$ cat config.mk
export PLATFORM = sky130hd
export DESIGN_NAME = serial_tx
export DESIGN_NICKNAME = d
export VERILOG_FILES = /design/src/rtl/serial_tx.sv
export SDC_FILE = /design/constraint.sdc
export NUM_CORES = 1
export LEC_CHECK = 0
export ABC_AREA = 0
export BUFFER_PORTS_ARGS = -buffer_cell sky130_fd_sc_hd__buf_2
export CAP_MARGIN = 20
export CORE_MARGIN = 1.5
export CORE_UTILIZATION = 52
export CTS_CLUSTER_DIAMETER = 50
export DETAILED_ROUTE_END_ITERATION = 10
export PLACE_DENSITY_LB_ADDON = 0.1
export SLEW_MARGIN = 30
export SYNTH_ARGS = -nofsm -noshare
export SYNTH_HDL_FRONTEND = slang
export SYNTH_SLANG_ARGS = --single-unit
$ cat constraint.sdc
create_clock -name clk -period 1.87 [get_ports clk]
set_input_delay 0.0935 -clock clk [delete_from_list [all_inputs] [get_ports clk]]
set_output_delay 0.0935 -clock clk [all_outputs]
set_load 0.01 [all_outputs]
$ cat src/rtl/serial_tx.sv
// rtl/serial_tx.sv - parallel-to-serial frame transmitter (start, LSB-first data, stop)
module serial_tx #(
    parameter int WIDTH        = 8,
    parameter int CLKS_PER_BIT = 4
) (
    input  logic             clk,
    input  logic             rst,
    input  logic [WIDTH-1:0] data_in,
    input  logic             valid_in,
    output logic             ready_out,
    output logic             tx,
    output logic             busy
);

    localparam int CW = (CLKS_PER_BIT > 1) ? $clog2(CLKS_PER_BIT) : 1;
    localparam int IW = (WIDTH > 1) ? $clog2(WIDTH) : 1;
    localparam logic [CW-1:0] CNT_LAST = CW'(CLKS_PER_BIT - 1);
    localparam logic [IW-1:0] IDX_LAST = IW'(WIDTH - 1);

    typedef enum logic [1:0] {
        S_IDLE,
        S_START,
        S_DATA,
        S_STOP
    } state_e;

    state_e           state_q, state_d;
    logic [CW-1:0]    cnt_q, cnt_d;
    logic [IW-1:0]    idx_q, idx_d;
    logic [WIDTH-1:0] shreg_q, shreg_d;
    logic             tx_q, tx_d;
    logic             busy_q, busy_d;
    logic             ready_q, ready_d;
    logic             bit_done;

    assign bit_done = (cnt_q == CNT_LAST);

    always_comb begin
        state_d = state_q;
        cnt_d   = cnt_q;
        idx_d   = idx_q;
        shreg_d = shreg_q;
        case (state_q)
            S_IDLE: begin
                cnt_d = '0;
                if (valid_in && ready_q) begin
                    shreg_d = data_in;
                    state_d = S_START;
                end
            end
            S_START: begin
                if (bit_done) begin
                    cnt_d   = '0;
                    idx_d   = '0;
                    state_d = S_DATA;
                end else begin
                    cnt_d = cnt_q + 1'b1;
                end
            end
            S_DATA: begin
                if (bit_done) begin
                    cnt_d   = '0;
                    shreg_d = shreg_q >> 1;
                    if (idx_q == IDX_LAST) begin
                        state_d = S_STOP;
                    end else begin
                        idx_d = idx_q + 1'b1;
                    end
                end else begin
                    cnt_d = cnt_q + 1'b1;
                end
            end
            S_STOP: begin
                if (bit_done) begin
                    cnt_d   = '0;
                    state_d = S_IDLE;
                end else begin
                    cnt_d = cnt_q + 1'b1;
                end
            end
            default: state_d = S_IDLE;
        endcase
    end

    // Outputs decode the next state so they register on the same edge as the transition.
    always_comb begin
        tx_d    = 1'b1;
        busy_d  = 1'b1;
        ready_d = 1'b0;
        case (state_d)
            S_IDLE: begin
                busy_d  = 1'b0;
                ready_d = 1'b1;
            end
            S_START: tx_d = 1'b0;
            S_DATA:  tx_d = shreg_d[0];
            default: tx_d = 1'b1;
        endcase
    end

    always_ff @(posedge clk) begin
        if (!rst) begin
            state_q <= S_IDLE;
            tx_q    <= 1'b1;
            busy_q  <= 1'b0;
            ready_q <= 1'b1;
        end else begin
            state_q <= state_d;
            tx_q    <= tx_d;
            busy_q  <= busy_d;
            ready_q <= ready_d;
        end
    end

    // Datapath needs no reset: IDLE reloads everything before it is used.
    always_ff @(posedge clk) begin
        cnt_q   <= cnt_d;
        idx_q   <= idx_d;
        shreg_q <= shreg_d;
    end

    assign tx        = tx_q;
    assign busy      = busy_q;
    assign ready_out = ready_q;

endmodule

## Word-level counts from Yosys, hierarchy flattened

Index checks and enable logic that the tools add are counted.

- $add $sub $neg: 2
- Eq/ne operators: 11
- Mux-type cells: 18
- Reductions and logical operators: 8

Operators with widths:

| kind | count |
|---|---|
| 2-to-1 mux 8 bit | 2 |
| one-hot mux 8 bit (2 select lines) | 1 |
| 2-to-1 mux 2 bit | 6 |
| 2-to-1 mux 3 bit | 3 |
| == test 2 bit (second input constant) | 4 |
| inequality test 2 bit (second input constant) | 4 |
| one-hot mux 2 bit (4 select lines) | 1 |
| one-hot mux 3 bit (2 select lines) | 1 |
| == test 2 x 1 -> 1 bit (second input constant) | 2 |
| logical NOT 2 bit | 2 |
| one-hot mux 2 bit (2 select lines) | 1 |
| AND reduction 4 bit | 1 |
| nonzero test 2 bit | 2 |
| adder 3 x 1 -> 3 bit (second input constant) | 1 |
| == test 3 bit (second input constant) | 1 |
| AND reduction 3 bit | 1 |
| OR reduction 3 bit | 1 |
| adder 2 x 1 -> 2 bit (second input constant) | 1 |
| 2-to-1 mux 1 bit | 2 |
| one-hot mux 1 bit (2 select lines) | 1 |
| logical AND 1 bit | 1 |

- Flip-flop bits (word level): 18
- Output and inout port bits: 3
- Logic and storage cells: 47

## Depth between registers and ports, before layout

Gate-level depths: netlist of the first run.

- Depth in word-level cells: 6
- Depth in mapped cells: 5
- Gate-level depth less buffers: 5

## Worst setup path before layout of the first run

No wires, ideal clock.

- Path kind: reg-to-reg
- Start point: register cnt_q[0]
- End point: register shreg_q[1] (enable)
- Data arrival time: 1.189 ns
- Data required time: 1.602 ns
- Setup slack: 0.413 ns
- Cell stages (with the launch flop): 5
- Period minus slack after synthesis: 1.457 ns
- Cell sequence: dfxtp_1 -> ha_1 -> and3b_1 -> buf_6 -> or2_2

- Cells in the longest elaborated chain, start to end: 3

RTL lines:

| element | RTL line | text |
|---|---|---|
| from (decl) | 28 | `logic [CW-1:0] cnt_q, cnt_d;` |
| from (signal assigned) | 117 | `cnt_q <= cnt_d;` |
| == test 2 bit | 36 | `assign bit_done = (cnt_q == CNT_LAST);` |
| inequality test 2 bit (no line) | n/a |  |
| AND reduction 3 bit (no line) | n/a |  |
| to (signal assigned) | 119 | `shreg_q <= shreg_d;` |
| to (decl) | 30 | `logic [WIDTH-1:0] shreg_q, shreg_d;` |

No other way between the ends.
A chain may end at the register's enable or synchronous reset.

## Worst setup path in the final report of the first run

- Start point: register state_q[1]
- End point: register shreg_q[5] (enable)

- Cells in the longest elaborated chain, start to end: 3

RTL lines:

| element | RTL line | text |
|---|---|---|
| from (decl) | 27 | `state_e state_q, state_d;` |
| from (signal assigned) | 108 | `state_q <= state_d;` |
| == test 2 bit or logical NOT 2 bit (tied branches) | 43 | `case (state_q)` |
| inequality test 2 bit (no line) or nonzero test 2 bit (tied branches) | n/a |  |
| AND reduction 3 bit (no line) (*) | n/a |  |

Every way passes the cells marked *; elsewhere a longest branch is shown, timed or not.

==> run_results.csv, run 1 <==
group,metric,value,unit
cells_and_area,layout_common_cells,"buf_2 (13), edfxtp_1 (10), dfxtp_1 (8)",
timing,timing.setup.tns,0,ps
timing,worstMarginPinSlew,326,ps
die,top_ports,14,
setup_path,r2r_slack,360,ps
timing,finalCriticalPeriod,1510,ps
die,floorplan.rows,14,
routing,post_drt_via_cell_ratio,5.40,
worst_hold_path,path_type_of_the_worst_min_delay_path,"input pin to flip-flop",
run,reported_max_cap_violation_count,0,
clocking,h_tree_depth_reported_by_cts,1,
pwr,power-per-cell-area,834,nW/um2
grt,met3_track_utilization_from_global_routing,2.55,%
yosys,synth.ff_latch_count,18,
yosys,synth_area_per_cell,12.4,um2
yosys,synth.yosys.warnings,0,
grt,grt_overflow_total,0,
cells_and_area,drive_above_1_share,34.6,%
routing,avgRoutedWirePerCell,13.1,um
yosys,synth_area,821,um2
setup_path,critical_path.max_fanout,13,
timing,finalSetupViolations,0,
cells_and_area,layout.nets,96,
clocking,tritoncts_buffers,3,
yosys,synth_nets,80,
yosys,ys_seq_area_share,56.1,%
pwr,peakVddDrop,0.417,mV
cells_and_area,insertedDiodeCount,0,
die,dieWidth,42.7,um
timing,setup_repair_after_global_routing_missed_its_margin,"false",
clocking,tritoncts_clock_tree,"done",
routing,num_vias,524,
die,dieHeight,42.7,um
die,design.core.area,1490,um2
setup_path,cp-end-kind,"flip-flop",
routing,drt-total-wl,1270,um
outcome,status,"complete, no violations",
clocking,cts_hold_repair.buffers,0,
setup_path,worst-endpoint-arrival,1550,ps
cells_and_area,seqCellArea,460,um2
timing,final.setup.worst_slack,359,ps
routing,drt_drc_violations_left,0,
placement,dp_wirelength,885,um
setup_path,timing_worst_setup_path_type,"flip-flop to flip-flop",
routing,drt-pass1-iter-count,4,
setup_path,worst-endpoint-required,1910,ps
clocking,cts.repair.resized,0,
cells_and_area,leading_cell_type_in_the_layout_fill_and_taps_excluded,"buf_2",
timing,final_count_of_hold_timing_violations,0,
timing,timing.slew.headroom,78.3,%
timing,timing.final.crit_share,80.8,%
timing,max_clock_freq,662,MHz
cells_and_area,area_growth,10.7,%
timing,post_route_clock_skew,9.77,ps
grt,number_of_antenna_violations_at_the_first_check_in_global_routing,0,
clocking,clock_tree.root_cell,"clkbuf_4",
yosys,synthDistinctLibCells,30,
routing,initialDrtViolationCount,7,
timing,fin_worst_hold_slack,46.3,ps
grt,grt_first_pass_wirelength,2080,um
routing,ant_nets,0,
pwr,leakage,0.358,nW
grt,grt_use_met1,22.6,%
timing,slew_violations,0,
placement,place_worst_setup_slack,377,ps
cells_and_area,fin_cells,97,
grt,grt_usage,15.7,%
cells_and_area,finalCoreUtilization,61.0,%
yosys,synth_flop_cell,"edfxtp_1",
clocking,clk_pin_slew,110,ps
grt,maximum_number_of_pins_on_one_net_before_global_route_repair,14,
clocking,clockBufferDepth,2,
placement,numPortBuffers,13,
yosys,synth-edff-count,10,
clocking,clock_sink_count,18,
placement,number_of_placed_cells_counting_well_taps,93,
grt,groute.layer.met2.usage,21.2,%
setup_path,cp-start-kind,"flip-flop",
grt,grt-busiest-layer,"met1",
cells_and_area,multi_input_gate_area_in_the_final_layout,322,um2
clocking,clock_insertion_delay_worst_skew,290,ps
cells_and_area,final.fill_count,131,
die,die-area,1830,um2
placement,finalWeightedCongestion,0.693,
die,initial_core_util,55.1,%
yosys,postSynth.asyncResetShare,0,%
clocking,post_cts.repair.setup_buffers,0,
yosys,syn_inst,66,
grt,grt_pass1_vias,465,
-- flip-flops by register name, indices dropped and copies added, names as in the netlist --
| signal | count |
|---|---|
| idx_q | 3 |
| cnt_q | 2 |
| busy | 1 |
| ready_out | 1 |
| tx | 1 |
| shreg_q | 8 |
| state_q | 2 |
-- stage by stage --
stage | total power, mW | cell area [um2]
final | 0.758 | 908
after global routing | 0.786 | 908
after CTS | 0.763 | 908
after detailed placement | 0.569 | 882
after global placement | 0.568 | 882
after floorplan | 0.539 | 821
-- critical path, cell delays in order, from the launching register on --
cell and delay (ps):
dfxtp_1 490, and4bb_2 360, or2_2 410
-- layout make-up --
| class | instances | area share [%] |
|---|---|---|
| flip-flops and latches | 18 | 50.7 |
| clock inverters | 1 | 0.413 |
| inverters | 2 | 0.826 |
| clock buffers | 3 | 2.48 |
| repair buffers | 14 | 7.99 |
| well taps | 16 | 2.20 |
| multi-input cells | 43 | 35.4 |
-- cells by family after synthesis --
kind of cell / after synthesis / synth area share [%]
and+or+nand+nor: 24 / 18.4
DFF: 18 / 56.1
AOI/OAI and AO/OA: 15 / 15.1
buffers and inverters: 5 / 4.72
adders and majority gates: 3 / 4.57
xor gates and xnor gates: 1 / 1.07
-- metal layers --
| layer | vias up | wire [um] |
|---|---|---|
| met5 | - | 0 |
| met4 | 0 | 12 |
| met3 | 2 | 37 |
| met2 | 9 | 566 |
| met1 | 238 | 651 |
| li1 | 275 | - |
-- Yosys cell counts, types with 2 or more instances --
master | n | area (um2)
edfxtp_1 | 10 | 300
dfxtp_1 | 8 | 160
a22o_2 | 5 | 50.1
nor2_1 | 5 | 18.8
and2_1 | 4 | 25.0
ha_1 | 3 | 37.5
nand2_1 | 3 | 11.3
o21ai_0 | 3 | 15.0
inv_1 | 2 | 7.51
o21a_1 | 2 | 15.0
or2b_1 | 2 | 15.0
-- path summary, 6_finish.rpt --
check,start,to,cells after the start
setup / recovery,state_q[1],shreg_q[5],2
hold reg to reg,cnt_q[0],cnt_q[0],1
setup reg to reg,state_q[1],shreg_q[5],2
hold / removal,rst,ready_out,2
-- power by group --
| group | total (mW) | switching (mW) | internal, mW |
|---|---|---|---|
| logic | 0.0950 | 0.0442 | 0.0508 |
| clock network | 0.197 | 0.119 | 0.0776 |
| registers | 0.466 | 0.0140 | 0.452 |
| total | 0.758 | 0.177 | 0.580 |
Power figures use the tool's default switching activity.
==> inputs of run 2 (changes only) <==
ABC_AREA = 1   (was 0)
CORE_UTILIZATION = 48   (was 52)
clock period = 1.35 ns   (was 1.87 ns; I/O delays follow)
==> run 2 against run 1 <==
Die area is 12% higher. Clock power grew 70%. Via count grew 24%. Non-clock buffer count increased by 7. Sequential cell count unchanged. Worst hold slack improved by 19 ps. Combinational power increased by 79%. First-iteration DRC count grew to 2.6 times the previous value.
==> run_results.csv, run 2 <==
group,metric,value,unit
timing,finalCriticalPeriod,1270,ps
yosys,ys_seq_area_share,53.9,%
clocking,h_tree_depth_reported_by_cts,1,
yosys,fraction_of_synthesized_cell_area_in_xor_and_xnor_cells,0,%
timing,timing.final.crit_share,93.8,%
yosys,synth_nets,106,
yosys,synth-compound-area-share,1.90,%
grt,grt-busiest-layer,"met2",
cells_and_area,largest_reg_flops,8,
cells_and_area,final.fill_count,145,
timing,final_count_of_hold_timing_violations,0,
placement,number_of_placed_cells_counting_well_taps,126,
cells_and_area,seqCellArea,460,um2
timing,final.setup.worst_slack,83.7,ps
setup_path,timing_worst_setup_path_type,"flip-flop to flip-flop",
clocking,tritoncts_clock_tree,"done",
setup_path,critical_path.max_fanout,3,
clocking,clock_insertion_delay_worst_skew,290,ps
yosys,synth_flop_cell,"edfxtp_1",
cells_and_area,drive_above_1_share,33.0,%
setup_path,cp-start-kind,"flip-flop",
cells_and_area,insertedDiodeCount,0,
grt,number_of_antenna_violations_at_the_first_check_in_global_routing,0,
clocking,clockBufferDepth,2,
setup_path,worst-endpoint-required,1550,ps
grt,grt_usage,17.1,%
setup_path,worst-endpoint-arrival,1470,ps
routing,initialDrtViolationCount,18,
cells_and_area,multi_input_gate_area_in_the_final_layout,367,um2
pwr,leakage,0.495,nW
grt,maximum_number_of_pins_on_one_net_before_global_route_repair,11,
routing,drt-pass1-iter-count,6,
run,reported_max_cap_violation_count,0,
clocking,tritoncts_buffers,3,
routing,avgRoutedWirePerCell,11.0,um
placement,numPortBuffers,13,
routing,drt_drc_violations_left,0,
die,initial_core_util,50.6,%
worst_hold_path,hold_start,"data_in[7]",
yosys,post_synth_main_area_contributors,"edfxtp_1 (35%), dfxtp_1 (19%), nand2_1 (9.7%), nand3_1 (8.8%), ha_1 (4.4%)",
timing,worstMarginPinSlew,352,ps
routing,drt-total-wl,1450,um
cells_and_area,fin_cells,132,
yosys,post-synth-top-area-fraction,35.1,%
grt,groute.layer.met2.usage,25.4,%
yosys,synthDistinctLibCells,19,
cells_and_area,top_regs,"shreg_q (8), idx_q (3)",
yosys,synth-edff-count,10,
routing,ant_nets,0,
yosys,synth.mux.area_fraction,0,%
cells_and_area,layout_common_cells,"nand2_1 (22), nand3_1 (15), buf_2 (13)",
clocking,clock_tree.root_cell,"clkbuf_4",
yosys,synth_area_leader_cell,"edfxtp_1",
die,design.core.area,1690,um2
worst_hold_path,hold_depth,3,
grt,met3_track_utilization_from_global_routing,2.40,%
yosys,syn_inst,92,
yosys,synth.ff_latch_count,18,
worst_hold_path,path_type_of_the_worst_min_delay_path,"input pin to flip-flop",
die,dieHeight,45.2,um
grt,grt_pass1_vias,617,
cells_and_area,leading_cell_type_in_the_layout_fill_and_taps_excluded,"nand2_1",
setup_path,r2r-start,"idx_q[0]",
cells_and_area,final_area,1050,um2
yosys,synth_common_cells,"nand2_1 (22), nand3_1 (15), edfxtp_1 (10), inv_1 (9), nor2_1 (9)",
timing,slew_violations,0,
grt,grt_overflow_total,0,
die,die-area,2040,um2
timing,post_route_clock_skew,0.720,ps
placement,finalWeightedCongestion,0.718,
yosys,synth_top_family_by_area,"simple AND/OR/NAND/NOR gates",
cells_and_area,area_growth,23.3,%
clocking,clock_sink_count,18,
yosys,synth_area_per_cell,9.29,um2
pwr,peakVddDrop,0.736,mV
yosys,post_synth_fa_ha_maj_area_fraction,4.39,%
pwr,totalPowerFinal,1.16,mW
timing,fin_worst_hold_slack,65.4,ps
cells_and_area,registers.top_by_ff_count,"shreg_q",
clocking,clk_pin_slew,100,ps
grt,grt_first_pass_wirelength,2500,um
placement,placed_area,963,um2
routing,num_vias,652,
yosys,synth.yosys.warnings,0,
die,top_ports,14,
yosys,postSynth.asyncResetShare,0,%
pwr,power-per-cell-area,1100,nW/um2
routing,post_drt_via_cell_ratio,4.94,
cells_and_area,layout.nets,130,
placement,place_worst_setup_slack,-82.1,ps
grt,grt_use_met1,24.1,%
timing,setup_repair_after_global_routing_missed_its_margin,"false",
placement,dp_wirelength,1060,um
setup_path,timing.reg2reg.worst_path_depth,8,
setup_path,r2r-end,"busy",
worst_hold_path,holdPathEnd,"shreg_q[7]",
yosys,synth_area,855,um2
timing,timing.setup.tns,0,ps
timing,max_clock_freq,790,MHz
timing,finalSetupViolations,0,
setup_path,cp-end-kind,"flip-flop",
yosys,top_count_cell_post_synth,"nand2_1",
outcome,status,"complete, no violations",
yosys,synth_simple_gate_area_share,32.4,%
setup_path,r2r_slack,80,ps
timing,timing.slew.headroom,76.5,%
die,floorplan.rows,15,
die,dieWidth,45.2,um
cells_and_area,finalCoreUtilization,62.4,%
run 2: cell types whose count changed in the layout (fill, tap and decap cells not counted), moves of 5 or more:
cell     delta
nand2_1    +19
a22o_2      -5
buf_4       +6
nand3_1    +15
inv_1       +7
run 2: worst max-delay path, cell delays in order, from the launching register on:
cell      delay, ps
edfxtp_1        410
ha_2            200
ha_4            170
nand4_1          90
nand3_2          70
nand2_2          80
inv_2            50
nor2_4           70
inv_1            40
run 2: layout make-up:
type	count	share of cell area, %
inverters	11	3.92
repair buffers	21	12.1
clock buffers	4	3.44
multi-input cells	61	34.8
well taps	17	2.02
flip-flops and latches	18	43.7
run 2: kinds of logic (layout without fill, tap and decap cells):
kind of cell,count (synthesis),after routing
AND/OR/NAND/NOR,56,56
flip-flops,18,18
buffers and inverters,13,36
adder cells (fa/ha/maj),3,3
AO/OA/AOI/OAI,2,2
run 2: worst max-delay path by stage:
stage,end,slack (ps),depth (start not counted),from
after floorplan,idx_q[0],20,4,cnt_q[0]
after global placement,idx_q[1],-10,3,idx_q[0]
after detailed placement,idx_q[0],-80,3,idx_q[0]
after CTS,busy,0.3,8,idx_q[0]
after global routing,busy,10,8,idx_q[0]
final,busy,80,8,idx_q[0]
run 2: routing by layer:
metal / part of all wire, % / up-vias
li1: - / 346
met1: 50 / 292
met2: 45 / 10
met3: 3.2 / 4
met4: 1.7 / 0
met5: 0 / -
run 2: timing repair:
item / in CTS / in global routing
hold buffers: 1 / 0
hold endpoints to repair: 1 / 0
gates resized for setup: 2 / 5
setup buffers: 1 / 0
setup endpoints to repair: 4 / 12
pin swaps: 0 / 2
run 2: where the power goes:
part	internal, mW	total (mW)	switching, mW
logic	0.0778	0.170	0.0923
clock network	0.164	0.334	0.169
registers	0.629	0.659	0.0301
==> inputs of run 3 (changes only) <==
CORE_UTILIZATION = 53   (was 48)
clock period = 1.3 ns   (was 1.35 ns; I/O delays follow)
==> run 3 against run 2 <==
First-iteration DRC count up 5.6%. Clock-buffer cell count unchanged. Cell area up 1.1%. Sequential share of layout area down 0.23 points. Sequential cell count unchanged. Clock skew up 1.4 ps. Die area down 8.8%. Clock power up 2%. Final cell count up 0.76%. Total power up 4.1%.
==> run_results.csv, run 3 (synthesis gave the netlist of run 2 again) <==
group,metric,value,unit
placement,finalWeightedCongestion,0.816,
pwr,p_int,911,uW
routing,dr_wl_met3,45,um
placement,numPortBuffers,13,
cells_and_area,insertedDiodeCount,0,
die,top_ports,14,
placement,number_of_placed_cells_counting_well_taps,126,
timing,timing.slew.headroom,82.3,%
routing,avgRoutedWirePerCell,11.3,um
grt,number_of_antenna_violations_at_the_first_check_in_global_routing,0,
grt,grt_pass1_vias,606,
die,design.core.area,1510,um2
cells_and_area,final.fill_count,129,
clocking,clock_tree.root_cell,"clkbuf_4",
cells_and_area,multi_input_gate_area_in_the_final_layout,362,um2
timing,timing.final.crit_share,98.4,%
clocking,clock_sink_count,18,
die,floorplan.rows,14,
pwr,pwr-share-comb,15.3,%
timing,final_count_of_hold_timing_violations,0,
die,dieHeight,43.2,um
routing,wl_met1,738,um
cells_and_area,top_regs,"shreg_q (8), idx_q (3)",
setup_path,critical_path.max_fanout,3,
timing,post_route_clock_skew,2.15,ps
clocking,clk_pin_slew,100,ps
clocking,tritoncts_buffers,3,
setup_path,worst-endpoint-arrival,1490,ps
grt,grt_overflow_total,0,
pwr,power-per-cell-area,1140,nW/um2
timing,finalSetupViolations,0,
setup_path,slowest_delay,410,ps
cells_and_area,largest_reg_flops,8,
routing,initialDrtViolationCount,19,
run,reported_max_cap_violation_count,0,
worst_hold_path,path_type_of_the_worst_min_delay_path,"input pin to flip-flop",
cells_and_area,registers.top_by_ff_count,"shreg_q",
setup_path,cp-start-kind,"flip-flop",
die,dieWidth,43.2,um
pwr,peakVddDrop,0.816,mV
cells_and_area,seqCellArea,463,um2
placement,dp_wirelength,1070,um
routing,num_vias,664,
pwr,share_seq_of_total_power,56.5,%
cells_and_area,fin_cells,133,
clocking,h_tree_depth_reported_by_cts,1,
timing,slew_violations,0,
pwr,leakage,0.502,nW
grt,grt_first_pass_wirelength,2610,um
pwr,share_clk_of_total_power,28.2,%
grt,maximum_number_of_pins_on_one_net_before_global_route_repair,11,
timing,worstMarginPinSlew,265,ps
setup_path,timing.critical_path.cells,"ha_2 > ha_4 > nand4_1 > nand3_2 > nand2_2 > inv_2 > nor2_2 > inv_1",
routing,post_drt_via_cell_ratio,4.99,
setup_path,crit_path_top_delay_cell,"edfxtp_1",
pwr,switching_share,24.7,%
die,initial_core_util,56.7,%
timing,setup_repair_after_global_routing_missed_its_margin,"true",
outcome,status,"complete, no violations",
cells_and_area,layout.nets,132,
timing,fin_worst_hold_slack,66.3,ps
setup_path,timing_worst_setup_path_type,"flip-flop to flip-flop",
clocking,clockBufferDepth,2,
cells_and_area,layout_common_cells,"nand2_1 (22), nand3_1 (15), buf_2 (13)",
setup_path,cpLargestDelayFamily,"flip-flops",
routing,drt-pass1-iter-count,4,
setup_path,cp-end-kind,"flip-flop",
routing,drt_drc_violations_left,0,
pwr,totalPowerFinal,1.21,mW
cells_and_area,area_growth,24.6,%
cells_and_area,leading_cell_type_in_the_layout_fill_and_taps_excluded,"nand2_1",
routing,met2WireLength,712,um
timing,finalCriticalPeriod,1280,ps
clocking,tritoncts_clock_tree,"done",
pwr,power.net_switching,299,uW
routing,ant_nets,0,
setup_path,cp.buffers_inverters,2,
die,die-area,1860,um2
cells_and_area,drive_above_1_share,35.9,%
timing,max_clock_freq,782,MHz
setup_path,worst-endpoint-required,1510,ps
clocking,clock_insertion_delay_worst_skew,300,ps
routing,top_layer,"met4",
routing,drt-total-wl,1510,um
grt,grt_usage,19.2,%
run 3: cell count changes in the layout (fill, tap and decap cells not counted), sizes merged:
| cell | previous run | this run |
|---|---|---|
| buf | 20 | 22 |
run 3: worst register-to-register path: cells and delay by family (launching register included):
family | cells | cell delay, ps
flip-flops | 1 | 410
AND/OR/NAND/NOR | 4 | 320
adder cells (fa/ha/maj) | 2 | 370
buffers and inverters | 2 | 80
run 3: routing by layer:
layer,global-route usage (%),vias to the layer above
li1,-,353
met1,25.6,299
met2,28.4,10
met3,6.81,2
met4,7.27,0
met5,0,-
run 3: what timing repair did:
action | CTS | global route
setup endpoints to repair | 12 | 13
cloned | 0 | 0
setup buffers | 0 | 2
endpoints found under the hold margin | 1 | 0
resized for setup | 4 | 4
pin swaps | 1 | 5
hold buffers | 1 | 0
run 3: worst paths after layout:
kind                                  from    endpoint  slack (ps)  cells past startpoint
worst min-delay path            data_in[2]  shreg_q[2]          70                      3
worst max-delay path              idx_q[0]        busy          20                      8
worst max register to register    idx_q[0]        busy          20                      8
worst min register to register    cnt_q[0]    cnt_q[0]         450                      1
run 3: per-stage QoR:
stage | utilization, % | worst slack, ps | area (um2) | TNS (ps)
after floorplan | - | -28.2 | 855 | -183
after global routing | 70.7 | -70.5 | 1060 | -190
final | 70.7 | 20.7 | 1060 | 0
after detailed placement | 64.4 | -106 | 970 | -340
after global placement | 64.4 | -49.3 | 970 | -162
after CTS | 68.2 | 3.00 | 1030 | 0
run 3: power groups by stage:
| stage | sequential (mW) | clock (mW) | combinational [mW] |
|---|---|---|---|
| 6_report | 0.684 | 0.341 | 0.185 |
| 5_1_grt | 0.690 | 0.378 | 0.207 |
| 4_1_cts | 0.680 | 0.349 | 0.176 |
| 3_5_place_dp | 0.693 | 0 | 0.173 |
| 3_3_place_gp | 0.691 | 0 | 0.168 |
| 2_1_floorplan | 0.687 | 0 | 0.115 |
run 3: area by class of cell:
type	count	share of cell area (%)
clock buffer	4	3.41
inverter	11	3.88
multi-input combinational	61	34.0
sequential	18	43.5
tap	16	1.88
timing repair buffer	23	13.4
